File: src/rtl/rx32_pkg.sv
// Shared Rx32 definitions for the iterative multiply/divide unit: operation
// and state encodings, the iteration count and small two's-complement helpers.
package rx32_pkg;

  localparam int XLEN         = 32;
  localparam int MULDIV_ITERS = 32;
  localparam int CNT_W        = $clog2(MULDIV_ITERS);

  // Encodings follow the RV32M funct3 field directly.
  typedef enum logic [2:0] {
    OP_MUL    = 3'b000,
    OP_MULH   = 3'b001,
    OP_MULHSU = 3'b010,
    OP_MULHU  = 3'b011,
    OP_DIV    = 3'b100,
    OP_DIVU   = 3'b101,
    OP_REM    = 3'b110,
    OP_REMU   = 3'b111
  } muldiv_op_e;

  typedef enum logic [1:0] {
    IDLE = 2'd0,
    RUN  = 2'd1,
    FIX  = 2'd2,
    WB   = 2'd3
  } muldiv_state_e;

  function automatic logic [31:0] neg32(input logic [31:0] x);
    return ~x + 32'd1;
  endfunction

  function automatic logic [63:0] neg64(input logic [63:0] x);
    return ~x + 64'd1;
  endfunction

  // Magnitude of x, treating it as signed only when asked to.
  function automatic logic [31:0] abs32(input logic [31:0] x, input logic is_signed);
    return (is_signed && x[31]) ? neg32(x) : x;
  endfunction

  // The upper funct3 bit separates divide/remainder from multiply.
  function automatic logic op_is_div(input muldiv_op_e op);
    return op[2];
  endfunction

  // rs1 is signed for MULH, MULHSU, DIV and REM.
  function automatic logic op_a_signed(input muldiv_op_e op);
    return (op == OP_MULH) || (op == OP_MULHSU) || (op == OP_DIV) || (op == OP_REM);
  endfunction

  // rs2 is signed for MULH, DIV and REM (MULHSU treats it as unsigned).
  function automatic logic op_b_signed(input muldiv_op_e op);
    return (op == OP_MULH) || (op == OP_DIV) || (op == OP_REM);
  endfunction

endpackage

File: src/rtl/rx32_muldiv.sv
// Rx32 iterative RV32M execution unit. Operands are reduced to magnitudes at
// start, 32 shift-add / restoring-divide steps run one per cycle, the sign is
// restored in FIX and the result leaves through a one-cycle write-back strobe.
module rx32_muldiv
  import rx32_pkg::*;
(
  input  logic            clk,
  input  logic            rst_n,
  input  logic            start,
  input  logic [2:0]      funct3,
  input  logic [XLEN-1:0] op_a,
  input  logic [XLEN-1:0] op_b,
  input  logic [4:0]      rd,
  output logic            busy,
  output logic            wb_we,
  output logic [4:0]      wb_addr,
  output logic [XLEN-1:0] wb_data
);

  muldiv_state_e    state_q, state_d;
  logic [CNT_W-1:0] cnt_q;
  muldiv_op_e       op_q;
  logic [4:0]       rd_q;
  logic [31:0]      a_q;        // |rs1| (multiplicand / unused for divide)
  logic [31:0]      b_q;        // |rs2| (divisor)
  logic             neg_q;      // product / quotient needs negation
  logic             a_neg_q;    // dividend was negative: remainder follows it
  logic             div0_q;     // divisor was zero at start
  logic [63:0]      prod_q;     // high half accumulates, low half holds multiplier bits
  logic [32:0]      rem_q;      // partial remainder
  logic [31:0]      quo_q;      // dividend shifts out of the top, quotient shifts in

  muldiv_op_e       op_in;
  logic             sa, sb;
  logic [32:0]      mul_sum;
  logic [32:0]      div_shift;
  logic [32:0]      div_diff;
  logic [63:0]      prod_fix;
  logic [31:0]      quo_fix;
  logic [31:0]      rem_fix;
  logic [31:0]      result;

  assign op_in = muldiv_op_e'(funct3);
  assign sa    = op_a_signed(op_in) & op_a[31];
  assign sb    = op_b_signed(op_in) & op_b[31];

  // State register.
  always_ff @(posedge clk or negedge rst_n) begin
    // NOTE: clocked state is always assigned with <= so every flop samples
    // pre-edge values regardless of the order of statements or blocks.
    if (!rst_n) state_q <= IDLE;
    else        state_q <= state_d;
  end

  // Next-state logic: a fixed walk IDLE -> RUN x32 -> FIX -> WB -> IDLE.
  always_comb begin
    // NOTE: the default at the top keeps this block free of inferred latches.
    state_d = state_q;
    unique case (state_q)
      IDLE: if (start) state_d = RUN;
      RUN:  if (cnt_q == CNT_W'(MULDIV_ITERS - 1)) state_d = FIX;
      FIX:  state_d = WB;
      WB:   state_d = IDLE;
      default: state_d = IDLE;
    endcase
  end

  // Outputs decoded from the state; a write to x0 is suppressed.
  always_comb begin
    busy  = (state_q != IDLE);
    wb_we = (state_q == WB) && (rd_q != 5'd0);
  end

  // One iteration step of each algorithm, computed from the current registers.
  always_comb begin
    mul_sum   = {1'b0, prod_q[63:32]} + (prod_q[0] ? {1'b0, a_q} : 33'd0);
    div_shift = {rem_q[31:0], quo_q[31]};
    div_diff  = div_shift - {1'b0, b_q};
  end

  // Sign restoration and result selection used in FIX. A zero divisor drives
  // the quotient to all ones; the remainder path already ends up holding the
  // dividend in that case, so it needs no special handling.
  always_comb begin
    prod_fix = neg_q ? neg64(prod_q) : prod_q;
    quo_fix  = div0_q ? 32'hFFFF_FFFF : (neg_q ? neg32(quo_q) : quo_q);
    rem_fix  = a_neg_q ? neg32(rem_q[31:0]) : rem_q[31:0];
    unique case (op_q)
      OP_MUL:                       result = prod_fix[31:0];
      OP_MULH, OP_MULHSU, OP_MULHU: result = prod_fix[63:32];
      OP_DIV, OP_DIVU:              result = quo_fix;
      default:                      result = rem_fix;
    endcase
  end

  // Operand capture at start, one iteration per RUN cycle, result register in FIX.
  always_ff @(posedge clk or negedge rst_n) begin
    if (!rst_n) begin
      cnt_q   <= '0;
      op_q    <= OP_MUL;
      rd_q    <= '0;
      a_q     <= '0;
      b_q     <= '0;
      neg_q   <= 1'b0;
      a_neg_q <= 1'b0;
      div0_q  <= 1'b0;
      prod_q  <= '0;
      rem_q   <= '0;
      quo_q   <= '0;
      wb_addr <= '0;
      wb_data <= '0;
    end else begin
      unique case (state_q)
        IDLE: if (start) begin
          cnt_q   <= '0;
          op_q    <= op_in;
          rd_q    <= rd;
          a_q     <= abs32(op_a, op_a_signed(op_in));
          b_q     <= abs32(op_b, op_b_signed(op_in));
          neg_q   <= sa ^ sb;
          a_neg_q <= sa;
          div0_q  <= (op_b == '0);
          prod_q  <= {32'd0, abs32(op_b, op_b_signed(op_in))};
          rem_q   <= '0;
          quo_q   <= abs32(op_a, op_a_signed(op_in));
        end
        RUN: begin
          cnt_q <= cnt_q + CNT_W'(1);
          if (op_is_div(op_q)) begin
            if (!div_diff[32]) begin
              rem_q <= div_diff;
              quo_q <= {quo_q[30:0], 1'b1};
            end else begin
              rem_q <= div_shift;
              quo_q <= {quo_q[30:0], 1'b0};
            end
          end else begin
            prod_q <= {mul_sum, prod_q[31:1]};
          end
        end
        FIX: begin
          wb_addr <= rd_q;
          wb_data <= result;
        end
        default: ;
      endcase
    end
  end

endmodule

File: config.mk
export PLATFORM = sky130hd
export DESIGN_NAME = rx32_muldiv
export DESIGN_NICKNAME = d
export VERILOG_FILES = /design/src/rtl/rx32_pkg.sv /design/src/rtl/rx32_muldiv.sv
export SDC_FILE = /design/constraint.sdc
export NUM_CORES = 1
export LEC_CHECK = 0
export CORE_MARGIN = 5
export CORE_UTILIZATION = 50
export CTS_CLUSTER_DIAMETER = 100
export DETAILED_ROUTE_END_ITERATION = 16
export HOLD_SLACK_MARGIN = 0.05
export PLACE_DENSITY_LB_ADDON = 0.3
export SYNTH_ARGS = -nofsm -noshare
export SYNTH_HDL_FRONTEND = slang
export SYNTH_SLANG_ARGS = --single-unit
File: constraint.sdc
create_clock -name clk -period 4.4 [get_ports clk]
set_input_delay 0.66 -clock clk [delete_from_list [all_inputs] [get_ports clk]]
set_output_delay 0.66 -clock clk [all_outputs]
set_load 0.01 [all_outputs]
After elaboration in Yosys (flattened, before gate mapping)
Index checks and enable logic that the tools add are counted.
{"block": "op_classes", "add_sub_neg": 8, "n_eq_ne": 17, "n_mux": 24, "bitwise_logic": 8, "reduce_logical": 21}
{"cell": "$mux 32", "count": 11}
{"cell": "$mux 64", "count": 3}
{"cell": "$add 32x1->32 const B", "count": 4}
{"cell": "$not 32->32", "count": 4}
{"cell": "$pmux 32 s2", "count": 2}
{"cell": "$pmux 64 s2", "count": 1}
{"cell": "$pmux 32 s3", "count": 1}
{"cell": "$add 64x1->64 const B", "count": 1}
{"cell": "$not 64->64", "count": 1}
{"cell": "$add 32x32->33", "count": 1}
{"cell": "$sub 33x32->33", "count": 1}
{"cell": "$logic_not 32->1", "count": 1}
{"cell": "$eq 3x3->1 const B", "count": 4}
{"cell": "$pmux 5 s2", "count": 1}
{"cell": "$eq 3x2->1 const B", "count": 3}
{"cell": "$ne 2x2->1 const B", "count": 4}
{"cell": "$pmux 2 s4", "count": 1}
{"cell": "$eq 3x1->1 const B", "count": 2}
{"cell": "$reduce_and 2->1", "count": 3}
{"cell": "$reduce_and 3->1", "count": 2}
{"cell": "$add 5x1->5 const B", "count": 1}
{"cell": "$eq 5x5->1 const B", "count": 1}
{"cell": "$logic_or 1x1->1", "count": 5}
{"cell": "$mux 5", "count": 1}
{"cell": "13 further kinds", "count": 19}
{"block": "word_totals", "ff_bits": 247, "input_bits": 75, "output_inout_bits": 39, "elab_cells": 92}

Depth between registers and ports, before layout
Gate-level depths: netlist of run 1.
{"block": "depth", "ltp_word": 8, "ltp_mapped": 13, "mapped_depth_nobuf": 13}

Worst setup path before layout of run 1
No wires, ideal clock.
{"block": "synth_timing", "path_type": "flip-flop to flip-flop", "startpoint": "register prod_q[37]", "endpoint": "register wb_data[31]", "setup_time_ns": 0.126, "t_arrival_ns": 3.334, "required_time_ns": 4.274, "setup_slack_ns": 0.940, "stages_incl_launch_ff": 11, "n_path_buf": 1, "synth_period_minus_slack_ns": 3.460, "cell_sequence": "dfrtp_1 > or4_1 > or3_4 > or4_4 > or4_4 > or3_1 > buf_6 > o31ai_4 > xor2_1 > nor2_1 > o32a_1"}
{"block": "synth_between", "elab_chain_len": 4}
{"item": "start: declaration", "line": "rx32_muldiv.sv:29", "source": "logic [63:0] prod_q;"}
{"item": "start signal: assignment", "line": "rx32_muldiv.sv:123", "source": "prod_q <= {32'd0, abs32(op_b, op_b_signed(op_in))};"}
{"item": "start signal: assignment", "line": "rx32_muldiv.sv:138", "source": "prod_q <= {mul_sum, prod_q[31:1]};"}
{"item": "$not 64->64", "line": "rx32_pkg.sv:33", "source": "return ~x + 64'd1;"}
{"item": "$add 64x1->64", "line": "rx32_pkg.sv:33"}
{"item": "$mux 64", "line": "rx32_muldiv.sv:85", "source": "prod_fix = neg_q ? neg64(prod_q) : prod_q;"}
{"item": "$pmux 32 s3", "line": "rx32_muldiv.sv:88", "source": "unique case (op_q)"}
{"item": "end signal: assignment", "line": "rx32_muldiv.sv:143", "source": "wb_data <= result;"}
{"item": "end: declaration", "line": "rx32_muldiv.sv:17", "source": "output logic [XLEN-1:0] wb_data"}
No other way between the ends.
A chain may end at the register's enable or synchronous reset.

Final worst setup path of run 1
{"block": "layout_timing", "startpoint": "register prod_q[2]", "endpoint": "register wb_data[28]"}
Same word-level chain as after synthesis.

==> run_results.csv, run 1 <==
group,metric,value,unit
sta,finalHoldWorstSlack,140,ps
synthesis,synth-edff-count,0,
place,io_buffer_count,113,
die,rows,69,
synthesis,synth_top_area_share,33.9,%
outcome,status,"finished, final reports clean",
sta,finalCritPeriodShare,90.2,%
cts,clk_latency,580,ps
setup_path,cp.arrival,4420,ps
route,vias,17500,
setup_path,crit_path_max_fanout,8,
setup_path,cp_top_family,"simple AND/OR/NAND/NOR gates",
die,core_area,35700,um2
global_routing,grt-ovfl-total,0,
pwr,power.share.sequential,29.6,%
setup_path,cp_slowest_cell,"nor4bb_1",
global_routing,grt_pass1_wl,91.7,mm
die,dieArea,40300,um2
place,dp.final_hpwl,44.1,mm
route,routed_via_density,6.31,
pwr,vdd_drop_max,0.556,mV
synthesis,synth.avg_cell_area,8.10,um2
setup_path,critical_path_buf_inv_count,1,
cts,cts_setup_buffers,0,
sta,max_freq,252,MHz
sta,hold_viol,0,
setup_path,crit_type,"reg2reg",
route,drc,0,
setup_path,crit_top_cell,"nor4_1",
setup_path,required,4850,ps
cts,postCtsHoldBufs,0,
cts,clock-root-buffer,"clkbuf_16",
pwr,sw_frac_of_total,47.3,%
cells_and_area,post-route-util,58.0,%
synthesis,yosys.area.top_type,"dfrtp_1",
setup_path,critical_path.startpoint_type,"flip-flop",
place,placed_cell_area,19700,um2
synthesis,synth_seq_cells,247,
setup_path,crit_path_end_kind,"flip-flop",
synthesis,ys.flop_type,"dfrtp_1",
sta,fin_crit,3970,ps
cts,cts_sinks,247,
sta,rsz0062_at_grt,"false",
route,wl_per_cell,21.0,um
cells_and_area,fillCellCount,3227,
setup_path,reg2reg_from,"prod_q[2]",
synthesis,synth_fp_nets,2401,
die,die_h,201,um
cts,cts_buffer_depth,3,
synthesis,ys_seq_area_share,33.9,%
global_routing,grt_pass1_vias,16300,
synthesis,async_flop_share,100,%
cells_and_area,antenna_cells,0,
cells_and_area,final_nets,2437,
place,place.gp.congestion,1.05,
cells_and_area,syn_to_final_growth,13.9,%
cts,cts_buffers,29,
synthesis,yosysMostFrequentCell,"o21ai_0",
pwr,p_int,0.00787,W
synthesis,synth_warnings,0,
sta,fin_tns_setup,0,ps
sta,setup_ws,433,ps
route,drt_iter0_markers,1739,
cts,cts_tree,"done",
cts,clk_pin_slew_worst_paths,60,ps
sta,fin_skew,14.0,ps
cells_and_area,drive_gt1_share,6.12,%
sta,finalMaxSlewViolations,0,
sta,tightest_slew,1090,ps
route,wl,58.0,mm
pwr,power.density,720,nW/um2
pwr,p_switching,0.00705,W
die,ios,114,
worst_hold_path,hold_class,"in2async",
setup_path,cp-startpoint,"prod_q[2]",
setup_path,max_stage_delay,750,ps
setup_path,path_cells,"nor4_1 > nor4bb_1 > nand4_1 > buf_4 > or2_2 > or3_1 > nor4_1 > mux2i_1 > nor2_1 > o32a_1",
route,dr.pass1.iters,10,
route,ant_nets,0,
cts,htree_levels,1,
synthesis,synth_cell_type_count,77,
pwr,comb_power_share,53.2,%
synthesis,synth_common_cells,"o21ai_0 (309), nand2_1 (286), dfrtp_1 (247), a21oi_1 (165), nor2_1 (156)",
global_routing,grtUsageTotal,27.8,%
pwr,pwr-share-clk,17.1,%
synthesis,yosys-top-cells-area,"dfrtp_1 (34%), o21ai_0 (8.5%), xnor2_1 (6.3%), nand2_1 (5.9%), ha_1 (5.2%)",
global_routing,antenna_found_initial,0,
die,die_width,201,um
cts,postCtsResizedCells,0,
place,dp_slack,487,ps
sta,setup_violations,0,
pwr,p_leak,8.76,nW
sta,relSlewSlack,27.0,%
synthesis,synth_area,18200,um2
global_routing,grt_max_degree,115,
die,start_util,50.9,%
run,drv_cap,0,
synthesis,synth_cells,2248,
cells_and_area,final_cell_area,20700,um2
[worst register-to-register path, cell delays in order, from the launching register on]
cell      delay [ps]
dfrtp_1          460
nor4_1           530
nor4bb_1         750
nand4_1          180
buf_4            220
or2_2            300
or3_1            450
nor4_1           300
mux2i_1          240
nor2_1            60
o32a_1           350
[state kept, by name (all words and copies together) (netlist names), 2 cells and up]
signal   flops
a_q         32
b_q         32
cnt_q        5
op_q         3
prod_q      64
quo_q       32
rd_q         5
rem_q       32
state_q      2
wb_addr      5
wb_data     32
[cells in the final DEF, fill, tap and decap left out, types with 13 or more instances in the layout]
cell	count
inv_1	71
dfrtp_1	246
o41ai_1	19
xor2_1	98
clkbuf_16	29
nand2_1	285
or4_1	22
nor2_1	155
nand3_1	29
a31oi_1	17
nor2b_1	13
and2_1	37
a21oi_1	165
buf_4	28
nand2b_1	23
a22oi_1	38
clkdlybuf4s50_1	112
a21o_1	28
xnor2_1	131
or3_1	18
o221ai_1	22
mux2_2	18
nand4_1	13
o31ai_1	45
nor3_1	35
nor4_1	25
mux2i_1	18
ha_1	74
o21ai_0	309
[cell families (layout without fill, tap and decap cells)]
group / after synthesis / count (layout) / share of synthesized area, %
AOI/OAI and AO/OA: 743 / 743 / 24.9
xor gates and xnor gates: 229 / 229 / 11.0
adders and majority gates: 78 / 78 / 5.44
buffers and inverters: 213 / 270 / 4.45
DFF: 247 / 247 / 33.9
muxes: 36 / 36 / 2.10
and+or+nand+nor: 702 / 702 / 18.1
[worst paths after layout]
kind,endpoint,slack (ps),cells after the start
setup / recovery,wb_data[28],430,10
hold / removal,a_q[18],140,1
setup reg to reg,wb_data[28],430,10
hold reg to reg,a_q[28],480,2
max in group asynchronous,rem_q[17],3170,2
min in group clk,a_q[28],480,2
[power by group through the flow]
stage               combinational (W)  clock (W)  sequential, W
global placement              0.00761          0        0.00437
finish                        0.00795    0.00256        0.00442
floorplan                     0.00554          0        0.00399
detailed placement            0.00779          0        0.00442
global route                  0.00873    0.00269        0.00454
CTS                           0.00783    0.00260        0.00439
[cell type report]
class / instances / area [um2] / area share, %
repair buffers: 146 / 1450 / 6.97
clock inverters: 11 / 148 / 0.712
clock buffers: 41 / 871 / 4.20
inverters: 72 / 270 / 1.30
multi-input cells: 1788 / 11200 / 54.2
flip-flops and latches: 247 / 6180 / 29.8
well taps: 461 / 577 / 2.78
[stage by stage]
step / power [W] / instances
after floorplan: 0.00952 / 2248
after global placement: 0.0120 / 2714
after detailed placement: 0.0122 / 2714
after CTS: 0.0148 / 2766
after global routing: 0.0160 / 2766
final: 0.0149 / 2766
[metal layers]
metal | wire (um) | part of all wire [%] | vias up | global-route usage [%]
li1 | - | - | 8127 | -
met1 | 26000 | 45 | 8490 | 40.7
met2 | 25300 | 44 | 741 | 42.4
met3 | 4970 | 8.6 | 105 | 5.32
met4 | 1690 | 2.9 | 0 | 7.77
met5 | 0 | 0 | - | 0
Note: power is estimated with default switching activity, not from simulation.
==> run 2, diff against run 1 <==
--- a/config.mk
+++ b/config.mk
@@ -7,8 +7,10 @@
 export LEC_CHECK = 0
 export CORE_MARGIN = 5
 export CORE_UTILIZATION = 50
+export CTS_BUF_LIST = sky130_fd_sc_hd__clkbuf_16
 export CTS_CLUSTER_DIAMETER = 100
 export DETAILED_ROUTE_END_ITERATION = 16
+export GPL_ROUTABILITY_DRIVEN = 0
 export HOLD_SLACK_MARGIN = 0.05
 export PLACE_DENSITY_LB_ADDON = 0.3
 export SYNTH_ARGS = -nofsm -noshare
==> run 2 against run 1 <==
Compared with the run above: sequential power rose by 1%; register-to-register slack improved by 80 ps; non-clock buffer count fell by 8; first-iteration DRC count rose by 2.4%; largest power group unchanged; routed wire length fell by 2.9%; largest cell class unchanged; total power fell by 0.25%; count of clock-buffer cells in the layout fell by 10; clock skew rose by 3.8 ps; critical endpoint is now rem_q[31]; fmax rose by 2.0%; die area did not move; utilization fell by 0.13 points; design area fell by 0.23%; highest routed layer is now met5.
==> run_results.csv, run 2 (synthesis gave the netlist of run 1 again) <==
group,metric,value,unit
sta,setup_violations,0,
sta,tightest_slew,1130,ps
route,ant_nets,0,
global_routing,grt_max_degree,116,
route,wl,56.3,mm
cells_and_area,final_nets,2430,
setup_path,reg2reg_depth,10,
place,io_buffer_count,113,
cells_and_area,post-route-util,57.9,%
setup_path,cp.arrival,4380,ps
global_routing,grt_pass1_wl,89.6,mm
cts,cts_setup_buffers,0,
route,vias,17400,
global_routing,grt_pass1_vias,16400,
die,start_util,50.9,%
worst_hold_path,hold_class,"in2async",
cts,clk_latency,580,ps
sta,finalCritPeriodShare,88.4,%
cells_and_area,drive_gt1_share,5.79,%
outcome,status,"finished, final reports clean",
route,drc,0,
cells_and_area,fillCellCount,3300,
place,dp.final_hpwl,42.5,mm
route,wl_per_cell,20.4,um
cts,clock-root-buffer,"clkbuf_16",
pwr,design_power_total,0.0149,W
pwr,p_leak,8.74,nW
route,dr.pass1.iters,7,
die,die_width,201,um
cells_and_area,largest_reg_flops,64,
cts,htree_levels,1,
setup_path,crit_path_end_kind,"flip-flop",
route,topRoutingLayerUsed,"met5",
cts,postCtsResizedCells,0,
route,routed_via_density,6.30,
run,drv_cap,0,
die,ios,114,
sta,finalMaxSlewViolations,0,
die,dieArea,40300,um2
sta,hold_viol,0,
setup_path,max_stage_delay,1010,ps
cells_and_area,largest_register,"prod_q",
setup_path,crit_type,"reg2reg",
die,core_area,35700,um2
route,drt_iter0_markers,1781,
setup_path,reg2reg_from,"rem_q[9]",
cts,cts_tree,"done",
pwr,vdd_drop_max,0.481,mV
setup_path,crit_path_max_fanout,7,
sta,fin_crit,3890,ps
sta,rsz0062_at_grt,"false",
cells_and_area,syn_to_final_growth,13.7,%
cts,postCtsHoldBufs,0,
cts,clk_pin_slew_worst_paths,60,ps
cells_and_area,layout_commonest_cell,"o21ai_0",
setup_path,r2r_end,"rem_q[31]",
sta,max_freq,257,MHz
die,die_h,201,um
setup_path,crit_end,"rem_q[31]",
route,wl_met1,24.7,mm
global_routing,grtUsageTotal,27.0,%
sta,fin_tns_setup,0,ps
setup_path,path_cells,"ha_1 > nand4_1 > nor4bb_1 > o21ai_0 > a2111oi_0 > o21ai_0 > a21boi_0 > a311oi_1 > xor2_1 > o21ai_0",
setup_path,cp_slowest_cell,"a2111oi_0",
cts,cts_sinks,247,
global_routing,grt-ovfl-total,0,
setup_path,critical_path.startpoint_type,"flip-flop",
setup_path,required,4890,ps
global_routing,antenna_found_initial,1,
pwr,power.density,720,nW/um2
route,wl_met3,5.30,mm
cts,cts_buffers,30,
sta,relSlewSlack,23.8,%
cells_and_area,final_cell_mix,"o21ai_0 (309), nand2_1 (285), dfrtp_1 (246), a21oi_1 (165), nor2_1 (156)",
cells_and_area,antenna_cells,0,
die,rows,69,
cts,cts_buffer_depth,3,
setup_path,crit_top_cell,"o21ai_0",
setup_path,r2r_setup_slack,510,ps
route,wl_met2,24.5,mm
sta,fin_skew,17.8,ps
setup_path,cp-startpoint,"rem_q[9]",
[run 2: where the power goes]
| part | switching (W) | total (W) | internal [W] |
|---|---|---|---|
| registers | 0.00125 | 0.00447 | 0.00322 |
| clock network | 0.00102 | 0.00259 | 0.00157 |
| logic | 0.00475 | 0.00783 | 0.00308 |
[run 2: layer usage]
layer  track usage, %  vias up
met5                0        -
met4             8.58        2
met3             6.69      139
met2             41.1      780
met1             38.0     8332
li1                 -     8134
[run 2: worst min-delay path by stage]
| stage | to | cells past startpoint | slack [ps] |
|---|---|---|---|
| 5_1_grt | a_q[13] | 1 | 140 |
| 4_1_cts | a_q[13] | 1 | 120 |
| 2_1_floorplan | a_neg_q | 0 | 360 |
| 3_5_place_dp | a_q[14] | 2 | 460 |
| 3_3_place_gp | a_q[14] | 2 | 460 |
| 6_report | a_q[13] | 1 | 60 |
[run 2: area by class of cell]
class                      count  area, um2  area share (%)
clock inverter                23        258            1.25
inverter                      72        270            1.31
multi-input combinational   1788      11200            54.3
clock buffer                  31        776            3.75
tap                          461        577            2.79
timing repair buffer         138       1390            6.70
sequential                   247       6180            29.9
[run 2: stage by stage]
step / cell area (um2) / setup slack, ps / cells / hold WS (ps)
finish: 20700 / 509 / 2760 / 59.8
detailed placement: 19700 / 431 / 2706 / 462
CTS: 20700 / 637 / 2760 / 121
floorplan: 18200 / 940 / 2248 / 364
global route: 20700 / 388 / 2760 / 142
global placement: 19700 / 547 / 2706 / 456
[run 2: worst max-delay path: cells and delay by family (launching register included)]
| family | cells | cell delay (ps) |
|---|---|---|
| AO/OA/AOI/OAI | 6 | 2230 |
| flip-flops | 1 | 470 |
| adder cells (fa/ha/maj) | 1 | 460 |
| AND/OR/NAND/NOR | 2 | 490 |
| XOR/XNOR | 1 | 170 |
